### src/rtl/vga_sync_decoder.sv
// rtl/vga_sync_decoder.sv - VGA timing receiver: measures sync timing, recovers pixel coordinates, reports lock
//
// Ports:
//   vga_clk, reset_n        pixel clock, asynchronous active-low reset
//   HS, VS, blank_n         incoming sync / blanking from the timing source
//   pixel_x/y, pixel_valid  coordinates of the visible pixel seen one cycle earlier
//   frame_start             one-cycle pulse after each VS rising edge
//   h_total/h_sync/h_active last measured line period, HS-high and blank_n-high cycles
//   v_total/v_sync/v_active last measured frame lines, VS-high lines, lines with visible pixels
//   locked                  timing has been stable for LOCK_FRAMES consecutive frames
// Optional feature (macro VGA_SYNC_DECODER_ERRCNT_EN):
//   err_count               saturating count of lock losses
//   err_clear               synchronous clear of err_count (wins over an increment)
`timescale 1ns/1ps
module vga_sync_decoder #(
  parameter int LOCK_FRAMES = 2,
  parameter int CNT_W       = 11
) (
  input  logic             vga_clk,
  input  logic             reset_n,
  input  logic             HS,
  input  logic             VS,
  input  logic             blank_n,
  output logic [CNT_W-1:0] pixel_x,
  output logic [CNT_W-1:0] pixel_y,
  output logic             pixel_valid,
  output logic             frame_start,
  output logic [CNT_W-1:0] h_total,
  output logic [CNT_W-1:0] h_sync,
  output logic [CNT_W-1:0] h_active,
  output logic [CNT_W-1:0] v_total,
  output logic [CNT_W-1:0] v_sync,
  output logic [CNT_W-1:0] v_active,
`ifdef VGA_SYNC_DECODER_ERRCNT_EN
  output logic [15:0]      err_count,
  input  logic             err_clear,
`endif
  output logic             locked
);

  localparam logic [CNT_W-1:0] MAX = '1;

  typedef enum logic [1:0] {SEARCH, MEASURE, VERIFY, LOCKED} state_t;

  function automatic logic [CNT_W-1:0] sat_inc(input logic [CNT_W-1:0] v);
    return (v == MAX) ? v : v + CNT_W'(1);
  endfunction

  state_t           state, state_n;
  logic [3:0]       match_cnt, match_n;
  logic             load_ref;
  logic             hs_q, vs_q, bl_q;
  logic             hs_rise, vs_rise, timeout;
  logic [CNT_W-1:0] h_cnt, v_cnt;
  logic [CNT_W-1:0] hs_acc, bl_acc, vs_acc, va_acc;
  logic             line_act;   // current line has shown blank_n high before this cycle
  logic             seen;       // a VS edge has been seen since reset
  logic [CNT_W-1:0] row, row_n; // visible-row index of the current line
  logic             pix_ok, px_first;
  logic [CNT_W-1:0] ht_n, hsy_n, ha_n, vt_n, vsy_n, va_n;
  logic [6*CNT_W-1:0] meas_n, ref_meas;

  assign hs_rise = HS & ~hs_q;
  assign vs_rise = VS & ~vs_q;
  assign timeout = (h_cnt == MAX) | (v_cnt == MAX);

  // Values the measurement registers take this cycle; the FSM compares these
  // so a coincident line end is already included at the frame boundary.
  assign ht_n  = hs_rise ? sat_inc(h_cnt) : h_total;
  assign hsy_n = hs_rise ? hs_acc : h_sync;
  assign ha_n  = (hs_rise && bl_acc != '0) ? bl_acc : h_active;
  assign vt_n  = vs_rise ? sat_inc(v_cnt) : v_total;
  assign vsy_n = vs_rise ? vs_acc : v_sync;
  assign va_n  = vs_rise ? ((hs_rise & line_act) ? sat_inc(va_acc) : va_acc) : v_active;
  assign meas_n = {ht_n, hsy_n, ha_n, vt_n, vsy_n, va_n};

  // A coincident hs_rise closes the last line of the old frame, so it never
  // advances the row of the new frame.
  assign row_n    = vs_rise ? '0 : ((hs_rise & line_act) ? sat_inc(row) : row);
  assign pix_ok   = blank_n & (seen | vs_rise);
  assign px_first = hs_rise | ~line_act;
  assign pixel_valid = bl_q & seen;

  always_comb begin
    state_n  = state;
    match_n  = match_cnt;
    load_ref = 1'b0;
    if (timeout) begin
      state_n = SEARCH;
      match_n = '0;
    end else if (vs_rise) begin
      case (state)
        SEARCH:  state_n = MEASURE;
        MEASURE: begin
          load_ref = 1'b1;
          match_n  = '0;
          state_n  = VERIFY;
        end
        VERIFY: begin
          if (meas_n == ref_meas) begin
            match_n = match_cnt + 4'd1;
            if (match_cnt + 4'd1 >= 4'(LOCK_FRAMES)) state_n = LOCKED;
          end else begin
            load_ref = 1'b1;
            match_n  = '0;
          end
        end
        default: begin
          if (meas_n != ref_meas) begin
            load_ref = 1'b1;
            match_n  = '0;
            state_n  = VERIFY;
          end
        end
      endcase
    end
  end

  always_ff @(posedge vga_clk or negedge reset_n) begin
    if (!reset_n) begin
      state <= SEARCH; match_cnt <= '0; ref_meas <= '0; locked <= 1'b0;
      hs_q <= 1'b0; vs_q <= 1'b0; bl_q <= 1'b0;
      h_cnt <= '0; v_cnt <= '0;
      hs_acc <= '0; bl_acc <= '0; vs_acc <= '0; va_acc <= '0;
      line_act <= 1'b0; seen <= 1'b0; row <= '0;
      pixel_x <= '0; pixel_y <= '0; frame_start <= 1'b0;
      h_total <= '0; h_sync <= '0; h_active <= '0;
      v_total <= '0; v_sync <= '0; v_active <= '0;
    end else begin
      state     <= state_n;
      match_cnt <= match_n;
      locked    <= (state_n == LOCKED);
      if (load_ref) ref_meas <= meas_n;

      hs_q <= HS; vs_q <= VS; bl_q <= blank_n;
      frame_start <= vs_rise;

      h_cnt    <= hs_rise ? '0 : sat_inc(h_cnt);
      hs_acc   <= hs_rise ? CNT_W'(1) : (HS ? sat_inc(hs_acc) : hs_acc);
      bl_acc   <= hs_rise ? CNT_W'(blank_n) : (blank_n ? sat_inc(bl_acc) : bl_acc);
      line_act <= hs_rise ? blank_n : (line_act | blank_n);

      v_cnt  <= vs_rise ? '0 : (hs_rise ? sat_inc(v_cnt) : v_cnt);
      vs_acc <= vs_rise ? CNT_W'(hs_rise) : ((hs_rise & VS) ? sat_inc(vs_acc) : vs_acc);
      va_acc <= vs_rise ? '0 : ((hs_rise & line_act) ? sat_inc(va_acc) : va_acc);

      seen <= seen | vs_rise;
      row  <= row_n;
      if (pix_ok) begin
        pixel_x <= px_first ? '0 : sat_inc(pixel_x);
        pixel_y <= row_n;
      end

      if (timeout) begin
        h_total <= '0; h_sync <= '0; h_active <= '0;
        v_total <= '0; v_sync <= '0; v_active <= '0;
      end else begin
        h_total <= ht_n; h_sync <= hsy_n; h_active <= ha_n;
        v_total <= vt_n; v_sync <= vsy_n; v_active <= va_n;
      end
    end
  end

`ifdef VGA_SYNC_DECODER_ERRCNT_EN
  // Leaving LOCKED covers both a mismatching frame and a timeout.
  logic err_inc;
  assign err_inc = (state == LOCKED) & (state_n != LOCKED);

  always_ff @(posedge vga_clk or negedge reset_n) begin
    if (!reset_n)                            err_count <= '0;
    else if (err_clear)                      err_count <= '0;
    else if (err_inc && err_count != 16'hFFFF) err_count <= err_count + 16'd1;
  end
`endif

endmodule

### config.mk
export PLATFORM = sky130hd
export DESIGN_NAME = vga_sync_decoder
export DESIGN_NICKNAME = d
export VERILOG_FILES = /design/src/rtl/vga_sync_decoder.sv
export SDC_FILE = /design/constraint.sdc
export NUM_CORES = 1
export LEC_CHECK = 0
export CAP_MARGIN = 5
export CELL_PAD_IN_SITES_DETAIL_PLACEMENT = 0
export CELL_PAD_IN_SITES_GLOBAL_PLACEMENT = 1
export CORE_ASPECT_RATIO = 0.5
export CORE_MARGIN = 2
export CORE_UTILIZATION = 46
export CTS_BUF_LIST = sky130_fd_sc_hd__clkbuf_16
export CTS_CLUSTER_DIAMETER = 30
export DETAILED_ROUTE_END_ITERATION = 12
export PLACE_DENSITY = 0.87
export SLEW_MARGIN = 20
export SYNTH_ARGS = -nofsm -noshare
export SYNTH_HDL_FRONTEND = slang
export SYNTH_SLANG_ARGS = --single-unit
### constraint.sdc
create_clock -name vga_clk -period 4.4 [get_ports vga_clk]
set_clock_uncertainty 0.05 [all_clocks]
set_input_delay 0.44 -clock vga_clk [delete_from_list [all_inputs] [get_ports vga_clk]]
set_output_delay 0.44 -clock vga_clk [all_outputs]
set_load 0.01 [all_outputs]
== Yosys cells after proc, flatten, opt, wreduce, memory -nomap -nowiden ==
Cells that the tools add are included.

* Add/subtract/negate cells: 9
* Order comparisons: 1
* Eq/ne operators: 18
* Mux-type cells: 51
* Bitwise gates (word level): 13
* Reduce and logical (&&, ||, !) cells: 14

{| class="wikitable"
|+ Operators by type and width
! operator !! number
|-
| $mux W11 || 34
|-
| $add A11 B1 Y11 const B || 8
|-
| $eq A11 B11 Y1 const B || 8
|-
| $eq A66 B66 Y1 || 1
|-
| $ne A66 B66 Y1 || 1
|-
| $mux W4 || 4
|-
| $pmux W4 S3 || 1
|-
| $reduce_bool A11 Y1 || 1
|-
| $mux W2 || 5
|-
| $ne A2 B2 Y1 const B || 5
|-
| $reduce_bool A2 Y1 || 5
|-
| $reduce_and A2 Y1 || 4
|-
| $and A1 B1 Y1 || 6
|-
| $pmux W2 S3 || 1
|-
| $mux W1 || 5
|-
| $add A4 B1 Y4 const B || 1
|-
| $eq A2 B2 Y1 const B || 2
|-
| $ge A4 B2 Y1 const B || 1
|-
| $or A1 B1 Y1 || 4
|-
| $reduce_bool A4 Y1 || 1
|-
| $not A1 Y1 || 3
|-
| $pmux W1 S3 || 1
|-
| $reduce_and A3 Y1 || 1
|-
| $eq A2 B1 Y1 const B || 1
|-
| 2 further kinds || 2
|}

* Bits in registers: 244
* Input port bits: 5
* Output and inout port bits: 91
* Word-level logic and storage cells: 131

== Logic depth before layout (Yosys ltp) ==
* Word-level depth: 11
* Gate-level depth with buffers: 15
* Gate-level depth less buffers: 11

== Worst setup path before layout ==
OpenSTA, ideal clock, no wires.

* Kind: register to register
* Start: register bl_acc[0]
* End: register ref_meas[44]
* Arrival time: 3.576 ns
* Path slack: 0.649 ns
* Stages on the path, launching flop included: 15
* Cell sequence: dfrtp_1 inv_1 ha_1 or4b_1 buf_2 o41ai_4 a22oi_2 xnor2_1 o311ai_1 or4_4 nor3_4 a31oi_1 buf_4 buf_6 mux2_4

* Word-level cells in the longest chain between the ends: 8
* Elaborated cells between the ends (all ways): 10
* Those cells by class: 2 x eq/ne; 6 x mux; 2 x reduce/logical

{| class="wikitable"
|+ RTL lines
! element !! RTL line !! source
|-
| start: declaration || 55 || <nowiki>logic [CNT_W-1:0] hs_acc, bl_acc, vs_acc, va_acc;</nowiki>
|-
| start signal: assignment || 140 || <nowiki>bl_acc <= hs_rise ? CNT_W'(blank_n) : (blank_n ? sat_inc(bl_acc) : bl_acc);</nowiki>
|-
| $reduce_bool A11 Y1 || 71 || <nowiki>assign ha_n = (hs_rise && bl_acc != '0) ? bl_acc : h_active;</nowiki>
|-
| $logic_and A1 B1 Y1 || 71 ||
|-
| $mux W11 (*) || 71 ||
|-
| $ne A66 B66 Y1 or $eq A66 B66 Y1 (tied branches) || 109, 100 ||
|-
| $mux W1, on equally long branches || 109, 100 ||
|-
| $pmux W1 S3 (*) || 92 || <nowiki>case (state)</nowiki>
|-
| $mux W1 (*) || 91 || <nowiki>end else if (vs_rise) begin</nowiki>
|-
| $mux W1 (*) || 88 || <nowiki>if (timeout) begin</nowiki>
|-
| end signal: assignment || 133 || <nowiki>if (load_ref) ref_meas <= meas_n;</nowiki>
|-
| end: declaration || 61 || <nowiki>logic [6*CNT_W-1:0] meas_n, ref_meas;</nowiki>
|}

Every way passes the cells marked *; elsewhere a longest branch is shown, timed or not.
A chain may end at the register's enable or synchronous reset.

== Worst setup path in the final report ==
* Start: register bl_acc[0]
* End: register ref_meas[55]

The elaborated chain is that of the path after synthesis.

==> report_table.html <==
<table>
<tr><th>Metric</th><th>Value</th></tr>
<tr><th colspan="2">Status</th></tr>
<tr><td>Run status</td><td>complete, but fails checks</td></tr>
<tr><td>Violated checks</td><td>negative hold slack</td></tr>
<tr><th colspan="2">Drt</th></tr>
<tr><td>Final Routed Wirelength</td><td>37000 um</td></tr>
<tr><td>Total via count in the routed design</td><td>between 10000 and 15000</td></tr>
<tr><td>Vias per std cell</td><td>5.78</td></tr>
<tr><td>DRC violation total after the first TritonRoute iteration</td><td>1003</td></tr>
<tr><td>Wire length per cell</td><td>approximately 20 um</td></tr>
<tr><td>Antenna violation net count after detailed routing</td><td>0</td></tr>
<tr><td>First-pass iteration count of the detailed router</td><td>6</td></tr>
<tr><td>Detailed-route DRC error count</td><td>0</td></tr>
<tr><th colspan="2">Timing</th></tr>
<tr><td>Period Utilization, post-route</td><td>0.955</td></tr>
<tr><td>Final slew viol count</td><td>0</td></tr>
<tr><td>Minimum setup slack in the final design</td><td>0.200 ns</td></tr>
<tr><td>Tightest slew margin relative to the limit</td><td>0.340</td></tr>
<tr><td>Achievable Freq</td><td>0.238 GHz</td></tr>
<tr><td>Number of hold violations in the final report</td><td>26</td></tr>
<tr><td>Transition time at the pin with the least slew margin</td><td>between 0.9 and 1 ns</td></tr>
<tr><td>Final setup violating endpoints</td><td>0</td></tr>
<tr><td>Hold_ws</td><td>-0.0418 ns</td></tr>
<tr><td>Setup TNS</td><td>0 ns</td></tr>
<tr><td>RSZ-0062 raised after global routing</td><td>no</td></tr>
<tr><td>Final Critical Period</td><td>roughly 4.2 ns</td></tr>
<tr><th colspan="2">Synthesis</th></tr>
<tr><td>Synthesized flop and latch total</td><td>around 240</td></tr>
<tr><td>Part of the Yosys area used for sequential elements</td><td>0.475</td></tr>
<tr><td>Post-synthesis cell type count</td><td>77</td></tr>
<tr><td>Async set or reset register ratio after synthesis</td><td>1.00</td></tr>
<tr><td>Post-synth net total</td><td>1349</td></tr>
<tr><td>Cells after synthesis</td><td>around 1300</td></tr>
<tr><td>Number of synthesized flops with an enable pin</td><td>0</td></tr>
<tr><td>Synthesized area per cell</td><td>9.67 um2</td></tr>
<tr><td>Flip-flop cell with the highest count after synthesis</td><td>sky130_fd_sc_hd__dfrtp_1</td></tr>
<tr><td>Area of the mapped netlist</td><td>roughly 13000 um2</td></tr>
<tr><td>Yosys warnings</td><td>0</td></tr>
<tr><th colspan="2">Critical path</th></tr>
<tr><td>Startpoint type of the worst setup path</td><td>register</td></tr>
<tr><td>Data arrival, critical path</td><td>4.56 ns</td></tr>
<tr><td>Category of the most critical setup path</td><td>reg2reg</td></tr>
<tr><td>Count of cells along the worst register-to-register path</td><td>13</td></tr>
<tr><td>Endpoint class of the critical path</td><td>register</td></tr>
<tr><td>Required time at the endpoint of the critical path</td><td>~4.8 ns</td></tr>
<tr><td>Maximum net fanout on the critical path</td><td>33</td></tr>
<tr><th colspan="2">Clock tree</th></tr>
<tr><td>Maximum buffer depth of the clock tree</td><td>3</td></tr>
<tr><td>Cell chosen for the clock root</td><td>sky130_fd_sc_hd__clkbuf_16</td></tr>
<tr><td>CTS tree</td><td>yes</td></tr>
<tr><td>Buffers inserted by post-CTS timing repair</td><td>0</td></tr>
<tr><td>Clock Latency Late Sink</td><td>0.53 ns</td></tr>
<tr><td>Clock Pin Slew Worst Setup and Hold Paths</td><td>0.05 ns</td></tr>
<tr><td>Cts hold-fix bufs</td><td>0</td></tr>
<tr><td>Num Clock Sinks</td><td>244</td></tr>
<tr><td>CTS HTree Levels</td><td>2</td></tr>
<tr><td>Cts bufs inserted</td><td>34</td></tr>
<tr><th colspan="2">Die</th></tr>
<tr><td>Width of the chip</td><td>240 um</td></tr>
<tr><td>Cell row count</td><td>43</td></tr>
<tr><td># IOs</td><td>96</td></tr>
<tr><td>Vertical extent of the die</td><td>122 um</td></tr>
<tr><td>Die footprint</td><td>29400 um2</td></tr>
<tr><td>Initial Util</td><td>0.466</td></tr>
<tr><td>Core ar.</td><td>27600 um2</td></tr>
<tr><th colspan="2">Job</th></tr>
<tr><td>Number of max-cap violations</td><td>0</td></tr>
<tr><th colspan="2">Power and ir drop</th></tr>
<tr><td>Maximum resistive drop on vdd</td><td>0.000257 V</td></tr>
<tr><td>Total power density per cell area</td><td>roughly 430 nW/um2</td></tr>
<tr><td>Total power</td><td>6.75 mW</td></tr>
<tr><td>Static Leakage</td><td>about 7.0 nW</td></tr>
<tr><th colspan="2">Final layout</th></tr>
<tr><td>Ant. Diodes</td><td>0</td></tr>
<tr><td>Most common library cell in the layout ignoring fill and taps</td><td>sky130_fd_sc_hd__dfrtp_1</td></tr>
<tr><td>Most frequent cells in the layout</td><td>sky130_fd_sc_hd__dfrtp_1, sky130_fd_sc_hd__nor2_1, sky130_fd_sc_hd__nand2_1</td></tr>
<tr><td>Register bank with the most flops</td><td>ref_meas</td></tr>
<tr><td>FILL cells</td><td>roughly 2400</td></tr>
<tr><td>Area growth, synth to finish</td><td>21.7%</td></tr>
<tr><td>Max FFs per register</td><td>66</td></tr>
<tr><td>Final Net Count</td><td>1470</td></tr>
<tr><td>Share of post-route cells with drive strength above 1</td><td>0.120</td></tr>
<tr><th colspan="2">Worst hold path</th></tr>
<tr><td>Path category of the worst min-delay check</td><td>in2async</td></tr>
<tr><th colspan="2">GRT</th></tr>
<tr><td>Grt total ovfl</td><td>0</td></tr>
<tr><td>Number of antenna violations at the first check in global routing</td><td>0</td></tr>
<tr><td>Wire length of the first global-routing pass</td><td>57900 um</td></tr>
<tr><td>Maximum number of pins on one net before global-route repair</td><td>around 120</td></tr>
<tr><td>Overall track demand over capacity in global routing</td><td>0.257</td></tr>
<tr><td>Via count of the first global-routing pass</td><td>10502</td></tr>
<tr><th colspan="2">Placed design</th></tr>
<tr><td>Placement Setup Slack</td><td>0.141 ns</td></tr>
<tr><td>Number of buffers inserted by port buffering</td><td>95</td></tr>
<tr><td>Final Wtd Congestion</td><td>0.940</td></tr>
<tr><td>HPWL Detailed</td><td>26300 um</td></tr>
</table>
==> what timing repair did <==
item / CTS / global route
hold endpoints to repair: 0 / 0
gates resized for setup: 0 / 1
setup endpoints to repair: 0 / 6
==> stage by stage <==
step                cell area, um2  hold WS, ns  utilization  std cells
CTS                          15600       0.0178        0.566       1856
finish                       15600      -0.0418        0.567       1856
global placement             14500        0.412        0.525       1796
detailed placement           14500        0.420        0.525       1796
global route                 15600       0.0570        0.567       1856
floorplan                    12900       0.0944            -       1329
==> power breakdown <==
group	internal (mW)	leakage [nW]	switching [mW]
clock	1.65	0.561	1.09
sequential	2.45	3.30	0.249
combinational	0.596	3.15	0.709
==> kinds of logic (layout without fill, tap and decap cells) <==
kind of cell             Yosys count  in the layout  share of synthesized area
AND/OR/NAND/NOR                  497            497                      0.189
multiplexers                      94             94                     0.0801
flip-flops                       244            244                      0.475
AO/OA/AOI/OAI                    238            238                      0.128
adder cells (fa/ha/maj)           15             15                     0.0146
XOR/XNOR                         105            105                     0.0716
buffers and inverters            136            281                     0.0416
==> per-layer routing <==
metal,share of wire,vias to the layer above,global-route usage
li1,-,4954,-
met3,0.071,65,0.0544
met2,0.44,392,0.387
met4,0.025,0,0.0804
met1,0.46,5321,0.371
met5,0,-,0
==> Yosys cell counts, types with 10 or more instances <==
| master | instances | area, um2 |
|---|---|---|
| sky130_fd_sc_hd__mux2i_1 | 53 | 531 |
| sky130_fd_sc_hd__o21ai_0 | 51 | 255 |
| sky130_fd_sc_hd__nand2_1 | 128 | 480 |
| sky130_fd_sc_hd__mux2_2 | 31 | 349 |
| sky130_fd_sc_hd__nor4_1 | 12 | 75.1 |
| sky130_fd_sc_hd__nor2_1 | 148 | 556 |
| sky130_fd_sc_hd__nand4_1 | 27 | 169 |
| sky130_fd_sc_hd__and3_1 | 15 | 93.8 |
| sky130_fd_sc_hd__or3_1 | 12 | 75.1 |
| sky130_fd_sc_hd__and2_1 | 38 | 238 |
| sky130_fd_sc_hd__nor3_1 | 23 | 115 |
| sky130_fd_sc_hd__buf_1 | 22 | 82.6 |
| sky130_fd_sc_hd__ha_1 | 15 | 188 |
| sky130_fd_sc_hd__mux2_4 | 10 | 150 |
| sky130_fd_sc_hd__and4_1 | 12 | 105 |
| sky130_fd_sc_hd__a31oi_1 | 15 | 93.8 |
| sky130_fd_sc_hd__xor2_1 | 48 | 420 |
| sky130_fd_sc_hd__clkbuf_1 | 34 | 128 |
| sky130_fd_sc_hd__xnor2_1 | 57 | 499 |
| sky130_fd_sc_hd__buf_2 | 10 | 50.1 |
| sky130_fd_sc_hd__o31ai_1 | 17 | 128 |
| sky130_fd_sc_hd__a21oi_1 | 53 | 265 |
| sky130_fd_sc_hd__dfrtp_1 | 244 | 6110 |
| sky130_fd_sc_hd__nand3_1 | 42 | 210 |
| sky130_fd_sc_hd__inv_1 | 67 | 251 |
==> final cells by class <==
class	instances	area, um2	share of cell area
clock inverters	25	253	0.0162
flip-flops and latches	244	6110	0.390
well taps	382	478	0.0306
multi-input cells	949	6250	0.400
clock buffers	35	876	0.0560
inverters	68	255	0.0163
repair buffers	153	1420	0.0906
==> worst max-delay path: stages (launching register included) <==
cell	delay (ns)
sky130_fd_sc_hd__dfrtp_1	0.44
sky130_fd_sc_hd__inv_1	0.11
sky130_fd_sc_hd__ha_1	0.14
sky130_fd_sc_hd__or4b_1	0.61
sky130_fd_sc_hd__o41ai_4	0.49
sky130_fd_sc_hd__buf_4	0.27
sky130_fd_sc_hd__a22oi_1	0.12
sky130_fd_sc_hd__xnor2_1	0.23
sky130_fd_sc_hd__nor4_1	0.27
sky130_fd_sc_hd__nand4_1	0.24
sky130_fd_sc_hd__nor4_4	0.35
sky130_fd_sc_hd__a31oi_4	0.16
sky130_fd_sc_hd__buf_12	0.22
sky130_fd_sc_hd__mux2_4	0.33
==> path summary, 6_finish.rpt <==
path	from	slack (ns)	end
hold reg to reg	pixel_y[10]	0.43	pixel_y[10]
setup / recovery	bl_acc[0]	0.20	ref_meas[55]
min in group vga_clk	pixel_y[10]	0.43	pixel_y[10]
setup reg to reg	bl_acc[0]	0.20	ref_meas[55]
hold / removal	reset_n	-0.04	bl_acc[9]
max in group asynchronous	reset_n	3.24	pixel_y[7]
Power figures use the tool's default switching activity.
